### src/rtl/conv_acc_ctrl.sv
// Convolution output-pixel sequencer: bias pre-load, TAPS-beat MAC accumulation,
// Q16.16 -> Q8.8 truncation with optional ReLU, and a valid/ready result port.
module conv_acc_ctrl #(
    parameter int INTERNAL_BITS = 32,
    parameter int DATA_BITS     = 16,
    parameter int FRAC_BITS     = 8,
    parameter int TAPS          = 9,
    parameter int CNT_W         = 4
) (
    input  logic                     clk,
    input  logic                     rst,
    input  logic                     start,
    input  logic [DATA_BITS-1:0]     bias,
    input  logic                     relu_en,
    input  logic                     prod_valid,
    output logic                     prod_ready,
    input  logic [INTERNAL_BITS-1:0] prod_data,
    output logic                     out_valid,
    input  logic                     out_ready,
    output logic [DATA_BITS-1:0]     out_data,
    output logic                     busy,
    output logic                     done
);

    typedef enum logic [1:0] {
        IDLE = 2'd0,
        ACC  = 2'd1,
        OUT  = 2'd2
    } state_t;

    state_t                   state_q;
    logic [INTERNAL_BITS-1:0] acc_q;
    logic [INTERNAL_BITS-1:0] acc_d;
    logic [INTERNAL_BITS-1:0] bias_ext;
    logic [CNT_W-1:0]         cnt_q;
    logic                     relu_q;
    logic [DATA_BITS-1:0]     out_data_q;
    logic [DATA_BITS-1:0]     result_d;
    logic                     done_q;
    logic                     beat;

    assign bias_ext = {{(INTERNAL_BITS-DATA_BITS){bias[DATA_BITS-1]}}, bias};
    assign beat     = prod_valid && (state_q == ACC);
    assign acc_d    = acc_q + prod_data;

    // ReLU looks at the sign of the full accumulator, not of the truncated slice.
    assign result_d = (relu_q && acc_d[INTERNAL_BITS-1]) ? '0
                    : acc_d[FRAC_BITS+DATA_BITS-1:FRAC_BITS];

    always_ff @(posedge clk or negedge rst) begin
        if (!rst) begin
            state_q    <= IDLE;
            acc_q      <= '0;
            cnt_q      <= '0;
            relu_q     <= 1'b0;
            out_data_q <= '0;
            done_q     <= 1'b0;
        end else begin
            done_q <= 1'b0;
            case (state_q)
                IDLE: begin
                    if (start) begin
                        acc_q   <= bias_ext << FRAC_BITS;
                        cnt_q   <= '0;
                        relu_q  <= relu_en;
                        state_q <= ACC;
                    end
                end
                ACC: begin
                    if (beat) begin
                        acc_q <= acc_d;
                        cnt_q <= cnt_q + CNT_W'(1);
                        if (cnt_q == CNT_W'(TAPS-1)) begin
                            out_data_q <= result_d;
                            state_q    <= OUT;
                        end
                    end
                end
                OUT: begin
                    if (out_ready) begin
                        done_q  <= 1'b1;
                        state_q <= IDLE;
                    end
                end
                default: state_q <= IDLE;
            endcase
        end
    end

    assign prod_ready = (state_q == ACC);
    assign out_valid  = (state_q == OUT);
    assign busy       = (state_q != IDLE);
    assign out_data   = out_data_q;
    assign done       = done_q;

endmodule

### config.mk
export PLATFORM = sky130hd
export DESIGN_NAME = conv_acc_ctrl
export DESIGN_NICKNAME = d
export VERILOG_FILES = /design/src/rtl/conv_acc_ctrl.sv
export SDC_FILE = /design/constraint.sdc
export NUM_CORES = 1
export LEC_CHECK = 0
export CORE_ASPECT_RATIO = 1.4
export CORE_MARGIN = 10
export CORE_UTILIZATION = 25
export DETAILED_ROUTE_END_ITERATION = 7
export GPL_TIMING_DRIVEN = 0
export HOLD_SLACK_MARGIN = 0.12
export REMOVE_ABC_BUFFERS = 1
export SLEW_MARGIN = 0
export SYNTH_ARGS = -nofsm -noshare
export SYNTH_HDL_FRONTEND = slang
export SYNTH_SLANG_ARGS = --single-unit
### constraint.sdc
create_clock -name clk -period 4.9 [get_ports clk]
set_input_delay 0.735 -clock clk [delete_from_list [all_inputs] [get_ports clk]]
set_output_delay 0.735 -clock clk [all_outputs]
set_load 0.01 [all_outputs]
==> impl_metrics.ini <==
[status]
status = finished, final reports clean

[min_path]
hold_class = in -> async

[detailed_routing]
drt-initial-drc-count = 227
num_vias = 3816
wl_per_cell_um = 17.2
drcViolationCount = 0
wl_um = 12800
postRouteAntennaNets = 0
vias_per_cell = 5.15
dr.pass1.iters = 4

[power_and_ir_drop]
p_seq_frac = 0.250
power_switching_mw = 1.43
finalPower_mw = 3.24
ir_worst_vdd_mv = 0.209
pwr-share-clk = 0.132
power.internal_mw = 1.80
p_leak_nw = 2.30
p_comb_frac = 0.619
p_sw_frac = 0.443
p_per_area_mw_per_mm2 = 612

[floorplanning]
ioPinCount = 74
core-area_sq_mm = 0.0162
dieArea_sq_mm = 0.0223
die_w_um = 129
start_util = 0.256
die_h_um = 173
rows = 55

[critical_path]
cp_slowest_cell = mux2i_2
rrSetupSlack_ns = 1.34
r2r_end = out_data[15]$_DFFE_PN0P_
worst_ep_arrival_time_ns = 4.21
crit_fanout = 16
crit_start = prod_data[16]
path_class = in -> reg
crit_path_end = out_data[15]$_DFFE_PN0P_
crit_family = compound AO/OA/AOI/OAI gates
path_cells = clkdlybuf4s50_1 -> ha_1 -> a211oi_1 -> o21ai_1 -> a41oi_2 -> o21a_1 -> o221ai_1 -> a211oi_2 -> mux2i_2 -> a21oi_1
critical_path_buf_inv_count = 1
cp-start-kind = primary input
end_kind = flop
crit_required_ns = 5.03
rr_startpoint = acc_q[16]$_DFFE_PN0P_
cp.depth = 10
crit_path_max_incr_delay_ns = 1.04
r2r_cells = 9

[timing]
slew_headroom = 0.171
hold_viol = 0
finalCriticalPeriod_ns = 4.08
rsz0062_at_grt = no
maxSlewViolCount = 0
fin_skew_ns = 0.0123
setup_tns_ns = 0
setup_viol = 0
post-route-period-util = 0.833
tightest_slew_ns = 1.22
fmax_mhz = 245

[clock_tree]
cts_tree = built
clk_path_buf_depth = 2
cts_max_level = 2
root_buffer = clkbuf_16
cts_buffers = 5
clock-sinks = 56
cts_resized = 0
path_clk_slew_ns = 0.08
post_cts_buffers = 0
clock_latency_ns = 0.30
holdBufCountCts = 0

[yosys]
synthArstFlopShare = 1.00
synth_area_sq_mm = 0.00416
ys_types = 60
synth-seq-cells = 56
synth-edff-count = 0
avgSynthCellArea_sq_um = 8.72
ys_seq_area_frac = 0.337
syn_inst = 477
synth_warnings = 0
synth-main-ff-cell = dfrtp_1

[place]
port_buffers = 73
routabilityCongestion = 0.858
dp_hpwl_um = 10200

[layout]
nets = 629
antenna-diode-count = 0
final_util = 0.326
syn_to_final_growth_pct = 27.2
drive_above_1_share = 0.0701

[run]
cap_violations = 0

[global_routing]
grt_pass1_vias = 3944
grt_max_degree = 41
grt_pass1_wl_um = 20600
grt_overflow = 0
antenna_found_initial = 0
globalRouteTotalUtil = 0.114
stage by stage:
step	worst slack, ns	area, sq um	hold WS, ns	std cells
2_1_floorplan	1.58	4080	0.439	458
3_3_place_gp	0.262	5060	0.465	730
3_5_place_dp	0.479	5120	0.474	733
4_1_cts	0.790	5290	0.376	741
5_1_grt	0.548	5290	0.385	741
6_report	0.818	5290	0.366	741
cell usage in the layout, fill, tap and decap left out, drive strengths merged, types with 3 or more instances in the layout:
cell type	n
clkdlybuf4s50	72
dfrtp	56
nand2	55
a21oi	50
o21ai	37
ha	33
nor2	33
inv	17
a21o	14
a211oi	14
nand3	13
xor2	9
a22oi	9
nor3	8
o21a	8
mux2i	8
nand2b	7
xnor2	7
and2	6
and3	6
nand4	5
o21bai	5
or3	5
clkbuf	5
nand3b	4
o31ai	4
a22o	4
buf	4
o31a	3
a211o	3
o211ai	3
or4	3
nor2b	3
power by group through the flow:
stage	combinational [mW]	sequential, mW	clock (mW)
2_1_floorplan	1.42	0.810	0
3_3_place_gp	1.94	0.805	0
3_5_place_dp	1.99	0.818	0
4_1_cts	2.01	0.809	0.437
5_1_grt	2.23	0.835	0.457
6_report	2.00	0.808	0.426
layer usage:
metal | track usage | up-vias | part of all wire
met4 | 0.0257 | 0 | 0.0096
met5 | 0 | - | 0
li1 | - | 1882 | -
met3 | 0.0230 | 8 | 0.045
met2 | 0.208 | 99 | 0.53
met1 | 0.132 | 1827 | 0.41
state kept, by name, indices dropped and copies added (netlist names):
name and cells:
out_data 16, cnt_q 4, relu_q 1, done 1
state_q 2, acc_q 32
how the worst min path moves through the flow:
stage	from	to	depth (start not counted)
6_report	rst	out_data[8]$_DFFE_PN0P_	1
5_1_grt	rst	out_data[8]$_DFFE_PN0P_	1
4_1_cts	rst	out_data[8]$_DFFE_PN0P_	1
3_5_place_dp	acc_q[5]$_DFFE_PN0P_	acc_q[5]$_DFFE_PN0P_	2
3_3_place_gp	acc_q[2]$_DFFE_PN0P_	acc_q[2]$_DFFE_PN0P_	2
2_1_floorplan	rst	acc_q[0]$_DFFE_PN0P_	0
final cells by class:
| class | instances | area (sq um) |
|---|---|---|
| clock buffer | 5 | 125 |
| clock inverter | 3 | 47.5 |
| fill | 1730 | 10900 |
| inverter | 17 | 63.8 |
| multi-input combinational | 385 | 2620 |
| sequential | 56 | 1400 |
| tap | 199 | 249 |
| timing repair buffer | 76 | 785 |
Yosys cell counts, drive strengths merged, types with 9 or more instances:
library cell  instances  area [sq um]
a211oi               14           125
a21o                 14           105
a21oi                50           288
a22oi                 9          67.6
clkbuf               13          48.8
dfrtp                56          1400
ha                   33           413
inv                  17          63.8
nand2                55           206
nand3                13          65.1
nor2                 33           124
o21ai                37           185
xor2                  9          78.8
logic make-up after synthesis:
| kind of cell | after synthesis | share of synthesized area |
|---|---|---|
| flip-flops | 56 | 0.337 |
| buffers and inverters | 36 | 0.0352 |
| AND/OR/NAND/NOR | 156 | 0.182 |
| multiplexers | 9 | 0.0229 |
| XOR/XNOR | 16 | 0.0337 |
| adder cells (fa/ha/maj) | 34 | 0.104 |
| AO/OA/AOI/OAI | 170 | 0.285 |
(Power assumes the default switching activity.)
